$ cat config.mk
export PLATFORM = sky130hd
export DESIGN_NAME = frame_bank_scheduler
export DESIGN_NICKNAME = d
export VERILOG_FILES = /design/src/rtl/frame_bank_scheduler.sv
export SDC_FILE = /design/constraint.sdc
export NUM_CORES = 1
export LEC_CHECK = 0
export ABC_AREA = 0
export BUFFER_PORTS_ARGS = -buffer_cell sky130_fd_sc_hd__buf_2
export CAP_MARGIN = 20
export CORE_MARGIN = 4
export CORE_UTILIZATION = 40
export DETAILED_ROUTE_END_ITERATION = 6
export HOLD_SLACK_MARGIN = 0.02
export PLACE_DENSITY_LB_ADDON = 0.08
export SLEW_MARGIN = 20
export SYNTH_ARGS = -nofsm -noshare
export SYNTH_HDL_FRONTEND = slang
export SYNTH_SLANG_ARGS = --single-unit
$ cat constraint.sdc
create_clock -name sysclk -period 2.8 [get_ports sysclk]
set_clock_uncertainty 0.1 [all_clocks]
set_input_delay 0.14 -clock sysclk [delete_from_list [all_inputs] [get_ports sysclk]]
set_output_delay 0.14 -clock sysclk [all_outputs]
set_load 0.01 [all_outputs]
$ cat src/rtl/frame_bank_scheduler.sv
// Ping-pong bank scheduler for the camera frame BRAM.
// The camera writes one bank while the reader owns the other. At each end of
// frame the banks swap only if the reader is not holding a bank; otherwise the
// frame is dropped and the same bank is rewritten.
//
// Reader handshake: rd_req may be a pulse or a level. It is taken only in
// RD_IDLE, and it is remembered if no frame is available yet. rd_grant is a
// single-cycle acknowledge, and rd_bank is valid from that cycle onward. The
// reader owns rd_bank until rd_release is sampled in RD_BUSY. rd_req and
// rd_release are ignored in every other state.
//
// Debug encodings: dbg_wr_state 0=WR_SYNC 1=WR_ACTIVE;
// dbg_rd_state 0=RD_IDLE 1=RD_GRANT 2=RD_BUSY.
module frame_bank_scheduler #(
  parameter int PIX_ADDR_W   = 17,
  parameter int FRAME_PIXELS = 76800,
  parameter int CNT_W        = 8
) (
  input  logic                  sysclk,
  input  logic                  rst,
  input  logic                  cam_pixel_valid,
  input  logic                  cam_frame_done,
  output logic                  bram_we,
  output logic [PIX_ADDR_W:0]   bram_waddr,
  input  logic                  rd_req,
  output logic                  rd_grant,
  output logic                  rd_bank,
  input  logic                  rd_release,
  output logic                  frame_avail,
  output logic [CNT_W-1:0]      frames_dropped,
  output logic                  wr_overflow,
  output logic [1:0]            dbg_wr_state,
  output logic [1:0]            dbg_rd_state,
  output logic                  dbg_wr_bank
);

  typedef enum logic [1:0] {
    WR_SYNC   = 2'd0,
    WR_ACTIVE = 2'd1
  } wr_state_t;

  typedef enum logic [1:0] {
    RD_IDLE  = 2'd0,
    RD_GRANT = 2'd1,
    RD_BUSY  = 2'd2
  } rd_state_t;

  localparam logic [PIX_ADDR_W-1:0] LAST_IDX = PIX_ADDR_W'(FRAME_PIXELS - 1);

  wr_state_t               wr_state, wr_state_nxt;
  rd_state_t               rd_state, rd_state_nxt;
  logic                    fd_d;
  logic                    fd_rise;
  logic                    wr_bank, wr_bank_nxt;
  logic [PIX_ADDR_W-1:0]   idx, idx_nxt;
  logic                    idx_full, idx_full_nxt;
  logic                    we_nxt;
  logic [PIX_ADDR_W:0]     waddr_nxt;
  logic                    ovf_nxt;
  logic                    pub_bank, pub_nxt;
  logic                    avail_nxt;
  logic [CNT_W-1:0]        dropped_nxt;
  logic                    rd_bank_nxt;
  logic                    req_pend, req_pend_nxt;
  logic                    reader_free;
  logic                    swap;
  logic                    drop;

  assign fd_rise      = cam_frame_done & ~fd_d;
  assign rd_grant     = (rd_state == RD_GRANT);
  assign dbg_wr_state = wr_state;
  assign dbg_rd_state = rd_state;
  assign dbg_wr_bank  = wr_bank;

  // The frame_done delay follows the input even in reset. A level that is
  // already high when reset drops is therefore not seen as an edge.
  always_ff @(posedge sysclk) begin
    fd_d <= cam_frame_done;
  end

  // State register for both FSMs and all datapath registers.
  always_ff @(posedge sysclk) begin
    if (rst) begin
      wr_state       <= WR_SYNC;
      rd_state       <= RD_IDLE;
      wr_bank        <= 1'b0;
      idx            <= '0;
      idx_full       <= 1'b0;
      bram_we        <= 1'b0;
      bram_waddr     <= '0;
      wr_overflow    <= 1'b0;
      pub_bank       <= 1'b0;
      frame_avail    <= 1'b0;
      frames_dropped <= '0;
      rd_bank        <= 1'b1;
      req_pend       <= 1'b0;
    end else begin
      wr_state       <= wr_state_nxt;
      rd_state       <= rd_state_nxt;
      wr_bank        <= wr_bank_nxt;
      idx            <= idx_nxt;
      idx_full       <= idx_full_nxt;
      bram_we        <= we_nxt;
      bram_waddr     <= waddr_nxt;
      wr_overflow    <= ovf_nxt;
      pub_bank       <= pub_nxt;
      frame_avail    <= avail_nxt;
      frames_dropped <= dropped_nxt;
      rd_bank        <= rd_bank_nxt;
      req_pend       <= req_pend_nxt;
    end
  end

  // Next-state logic: the writer sequence, the swap decision, then the reader.
  // The reader section runs last, so a grant in the same cycle as a swap picks
  // up the freshly published bank and consumes its frame_avail.
  always_comb begin
    wr_state_nxt = wr_state;
    rd_state_nxt = rd_state;
    wr_bank_nxt  = wr_bank;
    idx_nxt      = idx;
    idx_full_nxt = idx_full;
    we_nxt       = 1'b0;
    waddr_nxt    = bram_waddr;
    ovf_nxt      = wr_overflow;
    pub_nxt      = pub_bank;
    avail_nxt    = frame_avail;
    dropped_nxt  = frames_dropped;
    rd_bank_nxt  = rd_bank;
    req_pend_nxt = req_pend;
    swap         = 1'b0;
    drop         = 1'b0;

    // A release arriving with the frame edge frees the reader first.
    reader_free = (rd_state == RD_IDLE) || ((rd_state == RD_BUSY) && rd_release);

    case (wr_state)
      WR_SYNC: begin
        if (fd_rise) wr_state_nxt = WR_ACTIVE;
      end
      WR_ACTIVE: begin
        if (cam_pixel_valid) begin
          we_nxt    = 1'b1;
          waddr_nxt = {wr_bank, idx};
          // The last location absorbs extra pixels. The first rewrite of it
          // flags overflow.
          if (idx == LAST_IDX) begin
            if (idx_full) ovf_nxt = 1'b1;
            idx_full_nxt = 1'b1;
          end else begin
            idx_nxt = idx + 1'b1;
          end
        end
        if (fd_rise) begin
          idx_nxt      = '0;
          idx_full_nxt = 1'b0;
          if (reader_free) swap = 1'b1;
          else             drop = 1'b1;
        end
      end
      default: wr_state_nxt = WR_SYNC;
    endcase

    if (swap) begin
      wr_bank_nxt = ~wr_bank;
      pub_nxt     = wr_bank;
      avail_nxt   = 1'b1;
    end
    if (drop && (frames_dropped != {CNT_W{1'b1}})) begin
      dropped_nxt = frames_dropped + 1'b1;
    end

    case (rd_state)
      RD_IDLE: begin
        if ((rd_req || req_pend) && frame_avail) begin
          rd_state_nxt = RD_GRANT;
          rd_bank_nxt  = pub_nxt;
          avail_nxt    = 1'b0;
          req_pend_nxt = 1'b0;
        end else if (rd_req) begin
          req_pend_nxt = 1'b1;
        end
      end
      RD_GRANT: rd_state_nxt = RD_BUSY;
      RD_BUSY: begin
        if (rd_release) rd_state_nxt = RD_IDLE;
      end
      default: rd_state_nxt = RD_IDLE;
    endcase
  end

endmodule

Word level (Yosys, flattened, before mapping):

Index checks and enable logic that the tools add are counted.

* mux-type cells: 24
* equality and inequality tests: 9
* bitwise operators: 4
* add/subtract/negate cells: 2
* reductions and logical operators: 19

Operator list (number)
* 17-bit 2-to-1 mux: 3
* 17-bit by 1-bit adder with 17-bit output, second input constant: 1
* 17-bit equality test, second input constant: 1
* 1-bit 2-to-1 mux: 16
* 2-bit AND reduction: 5
* 8-bit by 1-bit adder with 8-bit output, second input constant: 1
* 8-bit != test, second input constant: 1
* 2-bit 2-to-1 mux: 3
* 2-bit != test, second input constant: 3
* 2-bit one-hot mux with 3 select lines: 1
* 3-bit AND reduction: 2
* 2-bit nonzero test: 3
* 2-bit by 1-bit equality test with 1-bit output, second input constant: 2
* 2-bit logical NOT: 2
* 2-bit one-hot mux with 2 select lines: 1
* 4-bit AND reduction: 1
* 1-bit logical AND: 3
* 1-bit inverter: 3
* 2-bit equality test, second input constant: 1
* 1-bit logical OR: 2
* 2-bit by 1-bit != test with 1-bit output, second input constant: 1
* 2-bit OR reduction: 1
* 1-bit AND: 1

* register bits after elaboration: 56

Depth between registers and ports, before layout:

Gate-level depths: netlist of run 1.

* depth after elaboration: 9
* mapped depth: 8
* depth with buffers taken out: 6

Worst setup path after synthesis of run 1:

OpenSTA, ideal clock, no wires.

* kind: register to register
* start point: reg idx[0]
* end point: reg idx[3]
* data required time: 2.564 ns
* stages on the path, launching flop included: 9
* clock period less this slack: 2.059 ns
* path buffers: 2
* slack: 0.741 ns
* library setup time: 0.136 ns
* data arrival time: 1.823 ns
* cells stage by stage: dfxtp_1 > ha_1 > nand3_2 > or3_1 > buf_2 > o211a_1 > buf_6 > a41oi_1 > a311oi_1

* word-level cells in the longest chain between the ends: 4

RTL lines
* start, declared: line 55 `logic [PIX_ADDR_W-1:0] idx, idx_nxt;`
* start signal, assigned: line 101 `idx <= idx_nxt;`
* 17-bit by 1-bit adder with 17-bit output: line 151 `idx_nxt = idx + 1'b1;`
* 17-bit 2-to-1 mux: line 147 `if (idx == LAST_IDX) begin`
* 17-bit 2-to-1 mux: line 142 `if (cam_pixel_valid) begin`
* 17-bit 2-to-1 mux: line 154 `if (fd_rise) begin`

Parallel ways exist; a longest one is shown, timed or not. The select of a mux whose other input is x is not followed.
A chain may end at the register's enable or synchronous reset.

Final worst setup path of run 1:

Ends and elaborated chain as after synthesis.

==> flow_metrics.tcl, run 1 <==
set metrics [dict create \
    rr_endpoint "idx[3]" \
    die_x_um 84.34 \
    hold_viol 0 \
    viasPerCell 5.315 \
    wl_met3_um 222 \
    syn_area_sq_um 2331 \
    root_buffer "clkbuf_8" \
    cts_sinks 55 \
    htree_levels 2 \
    endpoint "idx[3]" \
    cts_buffers 5 \
    maxCapViolCount 0 \
    vdd_drop_max_uv 215.3 \
    yosys.area.top_type "dfxtp_1" \
    drive_gt1_frac 0.1785 \
    setup_slack_ns 0.5522 \
    yosys_most_used_dff "dfxtp_1" \
    clock_latency_ns 0.31 \
    diodes 0 \
    synth_top_cell_area_share 0.4724 \
    power.leakage_nw 1.018 \
    grt_pass1_wl_mm 9.045 \
    slew_headroom 0.5337 \
    area_delta_synth_final_pct 15.94 \
    crit_fanout 9 \
    die_y_um 84.34 \
    synth_area_per_cell_sq_um 8.208 \
    routed.top_layer "met4" \
    grt_overflow 0 \
    arrival_ns 2.32 \
    grt_start_max_net_pins 26 \
    start_util 0.4182 \
    setup_violations 0 \
    startpoint "idx[0]" \
    fmax_mhz 444.9 \
    cts_max_path_buffers 2 \
    r2r_slack_ns 0.55 \
    start_kind "flop" \
    ys_ff_latch 55 \
    hpwl_mm 3.729 \
    dp_slack_ns 0.5672 \
    grt_usage 0.1533 \
    grt_antenna_before_repair 0 \
    register_area_sq_um 1101 \
    nFillCells 569 \
    portBuffers 40 \
    die_area_sq_um 7112 \
    ys_warn_count 0 \
    endpoint_kind "flop" \
    wl_per_cell_um 13.45 \
    r2r_start "idx[0]" \
    power_per_cell_area_nw_per_um2 480.9 \
    utilization 0.4848 \
    cts-resized-gates 0 \
    ant_nets 0 \
    tns_ns 0 \
    io_pins 42 \
    wl_mm 5.340 \
    rows 27 \
    place.gp.congestion 0.8728 \
    yosysSeqAreaShare 0.4724 \
    drt_iter0_markers 143 \
    first_pass_iters 4 \
    design.core.area_sq_um 5574 \
    synth_edf_count 0 \
    status "completed" \
    first_global_vias 1913 \
    tritoncts "built" \
    required_ns 2.88 \
    multi_input_area_sq_um 1150 \
    wl_met2_mm 2.495 \
    yosys.cell_types.count 44 \
    vias 2110 \
    min_period_over_period 0.8028 \
    postSynthNetCount 292 \
    hold_slack_ns 0.04532 \
    clkTransAtPathRegs_ns 0.09 \
    syn_inst 284 \
    nNetsFinal 333 \
    critical_path_class "flop to flop" \
    ys_async_sr_fraction 0 \
    post-route-min-period_ns 2.248 \
    drcViolationCount 0 \
    ys_top_cells_by_area "dfxtp_1 47%, nand2_1 8.2%, a21oi_1 6.2%, nor2_1 4.3%, nand3_1 3.0%" \
    min_path_type "input pin to flop" \
    slew_viol_final 0 \
    rsz0062_at_grt "false" \
    wl_met1_mm 2.533 \
    worstMarginPinSlew_ns 0.6995 \
    reg2reg_depth 6 \
]
[cell usage after synthesis (all sizes together), types with 2 or more instances]
master	instances
nor2	27
inv	4
o31ai	2
buf	3
mux2i	4
clkbuf	10
o21ai	10
nor2b	4
nand4	6
nor3	10
nor4	4
and2	2
a21oi	29
xnor2	7
o211a	2
or4	3
a31oi	5
nand3	15
a311oi	2
nand2b	4
or3	6
nand2	51
o211ai	4
dfxtp	55
ha	2
[worst min-delay path by stage]
stage / from / end / slack (ns) / cells after the start
2_1_floorplan: cam_frame_done / fd_d / 0.07 / 0
3_3_place_gp: cam_frame_done / fd_d / 0.18 / 1
3_5_place_dp: cam_frame_done / fd_d / 0.19 / 1
4_1_cts: rd_req / req_pend / 0.04 / 3
5_1_grt: rd_req / req_pend / 0.05 / 3
6_report: rd_req / req_pend / 0.05 / 3
[area by class of cell]
class	instances	share of cell area
multi-input combinational	211	0.4255
sequential	55	0.4074
timing repair buffer	47	0.09444
tap	72	0.03333
clock buffer	6	0.03056
inverter	5	0.006944
clock inverter	1	0.001852
[placed cells by master, fill, tap and decap left out, types with 3 or more instances in the layout]
cell type  synthesis  layout
inv_1              4       4
nor3_1            10      10
buf_4              1       6
a21oi_1           29      29
a31oi_1            5       5
dfxtp_1           55      55
buf_2              1      40
o21ai_0            9       9
nand2b_1           4       4
or4_1              3       3
xnor2_1            7       7
nor2b_1            4       4
clkbuf_8           0       6
o211ai_1           4       4
nand4_1            6       6
nand2_1           51      51
mux2i_1            4       4
nor2_1            27      27
nor4_1             3       3
or3_1              5       5
nand3_1           14      14
[critical path, stage by stage (launching register included)]
cell and delay [ns]:
dfxtp_1 0.44, ha_1 0.24, nand3_2 0.12, or3_1 0.51, o211a_1 0.38, a41oi_1 0.26
a311oi_1 0.07
[state kept, by name, summed over array words and instances, names as in the netlist]
register	count
bram_waddr	18
bram_we	1
dbg_rd_state	2
dbg_wr_bank	1
dbg_wr_state	1
fd_d	1
frame_avail	1
frames_dropped	8
idx	17
idx_full	1
pub_bank	1
rd_bank	1
req_pend	1
wr_overflow	1
[cell families (layout without fill, tap and decap cells)]
kind of cell / count (synthesis) / in the layout / share of synthesized area
xor+xnor: 8 / 8 / 0.03006
simple gates: 136 / 136 / 0.2780
fa+ha+maj: 2 / 2 / 0.01073
buf+inv: 18 / 59 / 0.03435
compound gates: 60 / 60 / 0.1557
other cells: 1 / 1 / 0.001609
flops: 55 / 55 / 0.4724
mux: 4 / 4 / 0.01718
[stage by stage]
stage	cells	instance area [sq um]	power, mW
final	397	2703	1.300
after global routing	397	2703	1.357
after CTS	397	2703	1.323
after detailed placement	389	2605	0.8755
after global placement	389	2605	0.8753
after floorplan	284	2331	0.8526
[metal layers]
layer / up-vias / global-route usage
met5: - / 0
met2: 40 / 0.2496
met3: 8 / 0.02650
met4: 0 / 0.05899
met1: 984 / 0.2028
li1: 1078 / -
[power by group]
group	internal, mW	switching [mW]	total [mW]
combinational	0.0195	0.0443	0.0638
sequential	0.788	0.00581	0.794
clock	0.195	0.248	0.442
total	1.00	0.298	1.30
[what timing repair did]
action | CTS | global route
hold buffers | 1 | 0
endpoints found under the hold margin | 1 | 0
setup buffers | 0 | 0
(Power assumes the default switching activity.)
==> inputs of run 2 (changes only) <==
==> constraint.sdc (replaced) <==
create_clock -name sysclk -period 1.8 [get_ports sysclk]
set_clock_uncertainty 0.1 [all_clocks]
set_input_delay 0.09 -clock sysclk [delete_from_list [all_inputs] [get_ports sysclk]]
set_output_delay 0.09 -clock sysclk [all_outputs]
set_load 0.01 [all_outputs]
==> flow_metrics.tcl, run 2 (synthesis gave the netlist of run 1 again) <==
set metrics [dict create \
    status "completed" \
    area_delta_synth_final_pct 28.18 \
    final_common_cell "nand2_1" \
    cts_sinks 55 \
    nNetsFinal 361 \
    placed_cell_area_sq_um 2844 \
    required_ns 1.88 \
    grt_start_max_net_pins 44 \
    io_pins 42 \
    drt_iter0_markers 95 \
    vdd_drop_max_uv 287.3 \
    rows 27 \
    hpwl_mm 4.059 \
    min_period_over_period 0.9962 \
    cts_buffers 5 \
    htree_levels 2 \
    cts_max_path_buffers 2 \
    portBuffers 40 \
    fin_cells 426 \
    grt_pass1_wl_mm 9.666 \
    fin_area_sq_um 2988 \
    root_buffer "clkbuf_8" \
    setup_violations 0 \
    start_kind "flop" \
    crit_fanout 9 \
    placed_cells 416 \
    wl_mm 5.813 \
    largest_reg_flops 18 \
    first_pass_iters 4 \
    clkTransAtPathRegs_ns 0.10 \
    arrival_ns 1.87 \
    post-route-min-period_ns 1.793 \
    diodes 0 \
    slew_viol_final 0 \
    endpoint_kind "flop" \
    design.core.area_sq_um 5574 \
    critical_path_class "flop to flop" \
    start_util 0.4182 \
    cts_setup_buffers 0 \
    power.leakage_nw 1.165 \
    rsz0062_at_grt "true" \
    die_y_um 84.34 \
    fmax_mhz 557.7 \
    die_x_um 84.34 \
    first_global_vias 2039 \
    nFillCells 560 \
    regMostFlops "bram_waddr" \
    hold_slack_ns 0.1114 \
    hold_viol 0 \
    utilization 0.5360 \
    place.gp.congestion 0.8811 \
    wl_per_cell_um 13.65 \
    mostFrequentLayoutCells "51 x nand2_1, 48 x dfxtp_1, 40 x buf_2, 33 x buf_4, 28 x a21oi_1" \
    clock_latency_ns 0.30 \
    reg_top3 "bram_waddr (18), idx (17), frames_dropped (8)" \
    drcViolationCount 0 \
    power_per_cell_area_nw_per_um2 677.8 \
    vias 2224 \
    die_area_sq_um 7112 \
    maxCapViolCount 0 \
    ant_nets 0 \
    tns_ns 0 \
    viasPerCell 5.221 \
    min_path_type "input pin to flop" \
    grt_overflow 0 \
    grt_antenna_before_repair 0 \
    drive_gt1_frac 0.2797 \
    tritoncts "built" \
    grt_usage 0.1636 \
]
-- run 2: cell types whose count changed in the layout (fill, tap and decap cells not counted), sizes merged --
| cell | delta |
|---|---|
| clkinvlp | +1 |
| buf | +27 |
| dlygate4sd3 | +1 |
-- run 2: critical path, cell delays in order (launching register included) --
cell and delay [ns]:
dfxtp_2 0.33, or2_4 0.24, or3_4 0.41, o211a_2 0.37, a41oi_2 0.16, a311oi_1 0.06
-- run 2: final cells by class --
type / count / area [sq um] / area share
well taps: 72 / 90.09 / 0.03015
repair buffers: 75 / 467.9 / 0.1566
clock inverters: 2 / 12.51 / 0.004188
inverters: 5 / 18.77 / 0.006281
flip-flops and latches: 55 / 1115 / 0.3731
clock buffers: 6 / 72.57 / 0.02429
multi-input cells: 211 / 1211 / 0.4054
-- run 2: what timing repair did --
item / in CTS / in global routing
cloned: 0 / 0
setup endpoints to repair: 17 / 20
hold buffers: 2 / 0
endpoints found under the hold margin: 2 / 0
pin swaps: 4 / 7
gates resized for setup: 3 / 10
-- run 2: path summary, 6_finish.rpt --
check,start,endpoint,slack [ns],cells past startpoint
worst min-delay path,rst,rd_bank,0.11,3
worst max-delay path,idx[10],idx[3],0.007,5
worst max register to register,idx[10],idx[3],0.007,5
worst min register to register,bram_waddr[1],bram_waddr[1],0.35,2
-- run 2: where the power goes --
group / internal, mW / switching (mW)
Combinational: 0.0398 / 0.0742
Sequential: 1.22 / 0.00857
Clock: 0.273 / 0.406
-- run 2: metrics by stage --
step,total power [mW],worst slack (ns)
6_report,2.025,0.006867
5_1_grt,2.115,-0.1172
4_1_cts,2.051,0.001207
3_5_place_dp,1.370,-0.06632
3_3_place_gp,1.370,-0.04496
2_1_floorplan,1.325,0.002075
-- run 2: layer usage --
layer	vias to the layer above	global-route usage	routed length, um
li1	1134	-	-
met1	1023	0.2242	2770
met2	59	0.2697	2716
met3	8	0.03042	249
met4	0	0.03453	76
met5	-	0	0
==> inputs of run 3 (changes only) <==
--- a/config.mk
+++ b/config.mk
@@ -11,8 +11,9 @@
 export CORE_MARGIN = 4
 export CORE_UTILIZATION = 40
 export DETAILED_ROUTE_END_ITERATION = 6
+export GPL_TIMING_DRIVEN = 0
 export HOLD_SLACK_MARGIN = 0.02
-export PLACE_DENSITY_LB_ADDON = 0.08
+export PLACE_DENSITY_LB_ADDON = 0.12
 export SLEW_MARGIN = 20
 export SYNTH_ARGS = -nofsm -noshare
 export SYNTH_HDL_FRONTEND = slang
==> flow_metrics.tcl, run 3 (synthesis gave the netlist of run 1 again) <==
set metrics [dict create \
    status "finished with violations" \
    violations "setup timing" \
    cpPeakStageDelay_ns 0.41 \
    multi_input_area_sq_um 1329 \
    drcViolationCount 0 \
    grt_overflow 0 \
    design.core.area_sq_um 5574 \
    grt_pass1_wl_mm 9.860 \
    cp_top_family "simple AND/OR/NAND/NOR gates" \
    maxCapViolCount 0 \
    die_x_um 84.34 \
    io_pins 42 \
    placed_cells 395 \
    cp_num_buf_inv 1 \
    regMostFlops "bram_waddr" \
    start_util 0.4182 \
    hold_viol 0 \
    slew_viol_final 0 \
    power.leakage_nw 1.187 \
    nNetsFinal 358 \
    clock_latency_ns 0.31 \
    slew_headroom 0.6159 \
    cts_buffers 5 \
    arrival_ns 1.98 \
    portBuffers 39 \
    htree_levels 2 \
    placed_cell_area_sq_um 2659 \
    grt_start_max_net_pins 17 \
    area_delta_synth_final_pct 34.19 \
    rows 27 \
    grt_usage 0.1714 \
    grt_antenna_before_repair 0 \
    wl_per_cell_um 14.38 \
    register_area_sq_um 1132 \
    slowest_stage "or3_4" \
    reg_top3 "bram_waddr (18), idx (17), frames_dropped (8)" \
    root_buffer "clkbuf_8" \
    die_y_um 84.34 \
    fin_area_sq_um 3128 \
    final_common_cell "nand2_1" \
    die_area_sq_um 7112 \
    clkTransAtPathRegs_ns 0.10 \
    power_per_cell_area_nw_per_um2 694.2 \
    start_kind "flop" \
    nFillCells 536 \
    tritoncts "built" \
    wl_mm 6.084 \
    post-route-min-period_ns 1.900 \
    cts_max_path_buffers 2 \
    ant_nets 0 \
    required_ns 1.88 \
    drive_gt1_frac 0.3134 \
    cts_sinks 55 \
    critical_path_class "flop to flop" \
    worstMarginPinSlew_ns 0.5761 \
    setup_violations 12 \
    min_period_over_period 1.056 \
    diodes 0 \
    vdd_drop_max_uv 340.2 \
    setup_slack_ns -0.1004 \
    drt_iter0_markers 136 \
    rsz0062_at_grt "true" \
    endpoint_kind "flop" \
    first_global_vias 1992 \
    fin_cells 423 \
    timing.critical_path.cells "or2_4 -> or3_4 -> o211a_1 -> buf_6 -> a41oi_2 -> a311oi_1" \
    min_path_type "input pin to flop" \
    hpwl_mm 4.036 \
    first_pass_iters 4 \
    place.gp.congestion 0.8423 \
    vias 2231 \
    mostFrequentLayoutCells "51 x nand2_1, 42 x dfxtp_1, 39 x buf_2, 26 x nor2_1, 25 x a21oi_1" \
    fmax_mhz 526.2 \
    largest_reg_flops 18 \
    viasPerCell 5.274 \
    crit_fanout 5 \
]
[run 3: timing repair]
action | in CTS | in global routing
endpoints found under the hold margin | 2 | 0
pin swaps | 13 | 20
buffers inserted | 11 | 8
gates cloned | 1 | 0
endpoints found under the setup margin | 26 | 30
hold buffers | 2 | 0
resized for setup | 25 | 31
[run 3: cell type report]
| type | count | area share |
|---|---|---|
| multi-input cells | 211 | 0.4248 |
| clock buffers | 5 | 0.02200 |
| repair buffers | 61 | 0.1268 |
| plain buffers | 11 | 0.01720 |
| clock inverters | 3 | 0.01240 |
| well taps | 72 | 0.02880 |
| flip-flops and latches | 55 | 0.3620 |
| inverters | 5 | 0.006000 |
[run 3: path summary, 6_finish.rpt]
| check | startpoint | end | slack (ns) | depth (start not counted) |
|---|---|---|---|---|
| hold / removal | rst | idx[3] | 0.1 | 2 |
| setup / recovery | idx[10] | idx[3] | -0.10 | 6 |
| setup reg to reg | idx[10] | idx[3] | -0.10 | 6 |
| hold reg to reg | bram_waddr[2] | bram_waddr[2] | 0.35 | 2 |
[run 3: power breakdown]
part | internal, mW | switching [mW]
logic | 0.0496 | 0.0845
registers | 1.22 | 0.00935
clock network | 0.408 | 0.402
total | 1.68 | 0.496
[run 3: metal layers]
metal | track usage | part of all wire
met2 | 0.2740 | 0.48
met1 | 0.2226 | 0.45
met5 | 0 | 0
met4 | 0.06763 | 0.025
met3 | 0.04220 | 0.042
[run 3: metrics by stage]
| step | worst slack [ns] | setup TNS, ns | util | hold slack (ns) | total power [mW] |
|---|---|---|---|---|---|
| global placement | -0.1711 | -2.069 | 0.4770 | 0.1269 | 1.365 |
| finish | -0.1004 | -0.4956 | 0.5612 | 0.09933 | 2.171 |
| global route | -0.2211 | -1.407 | 0.5612 | 0.1167 | 2.264 |
| detailed placement | -0.1872 | -2.261 | 0.4770 | 0.1323 | 1.365 |
| CTS | -0.04766 | -0.2393 | 0.5273 | 0.09462 | 2.181 |
| floorplan | 0.002075 | 0 | - | 0.01772 | 1.325 |
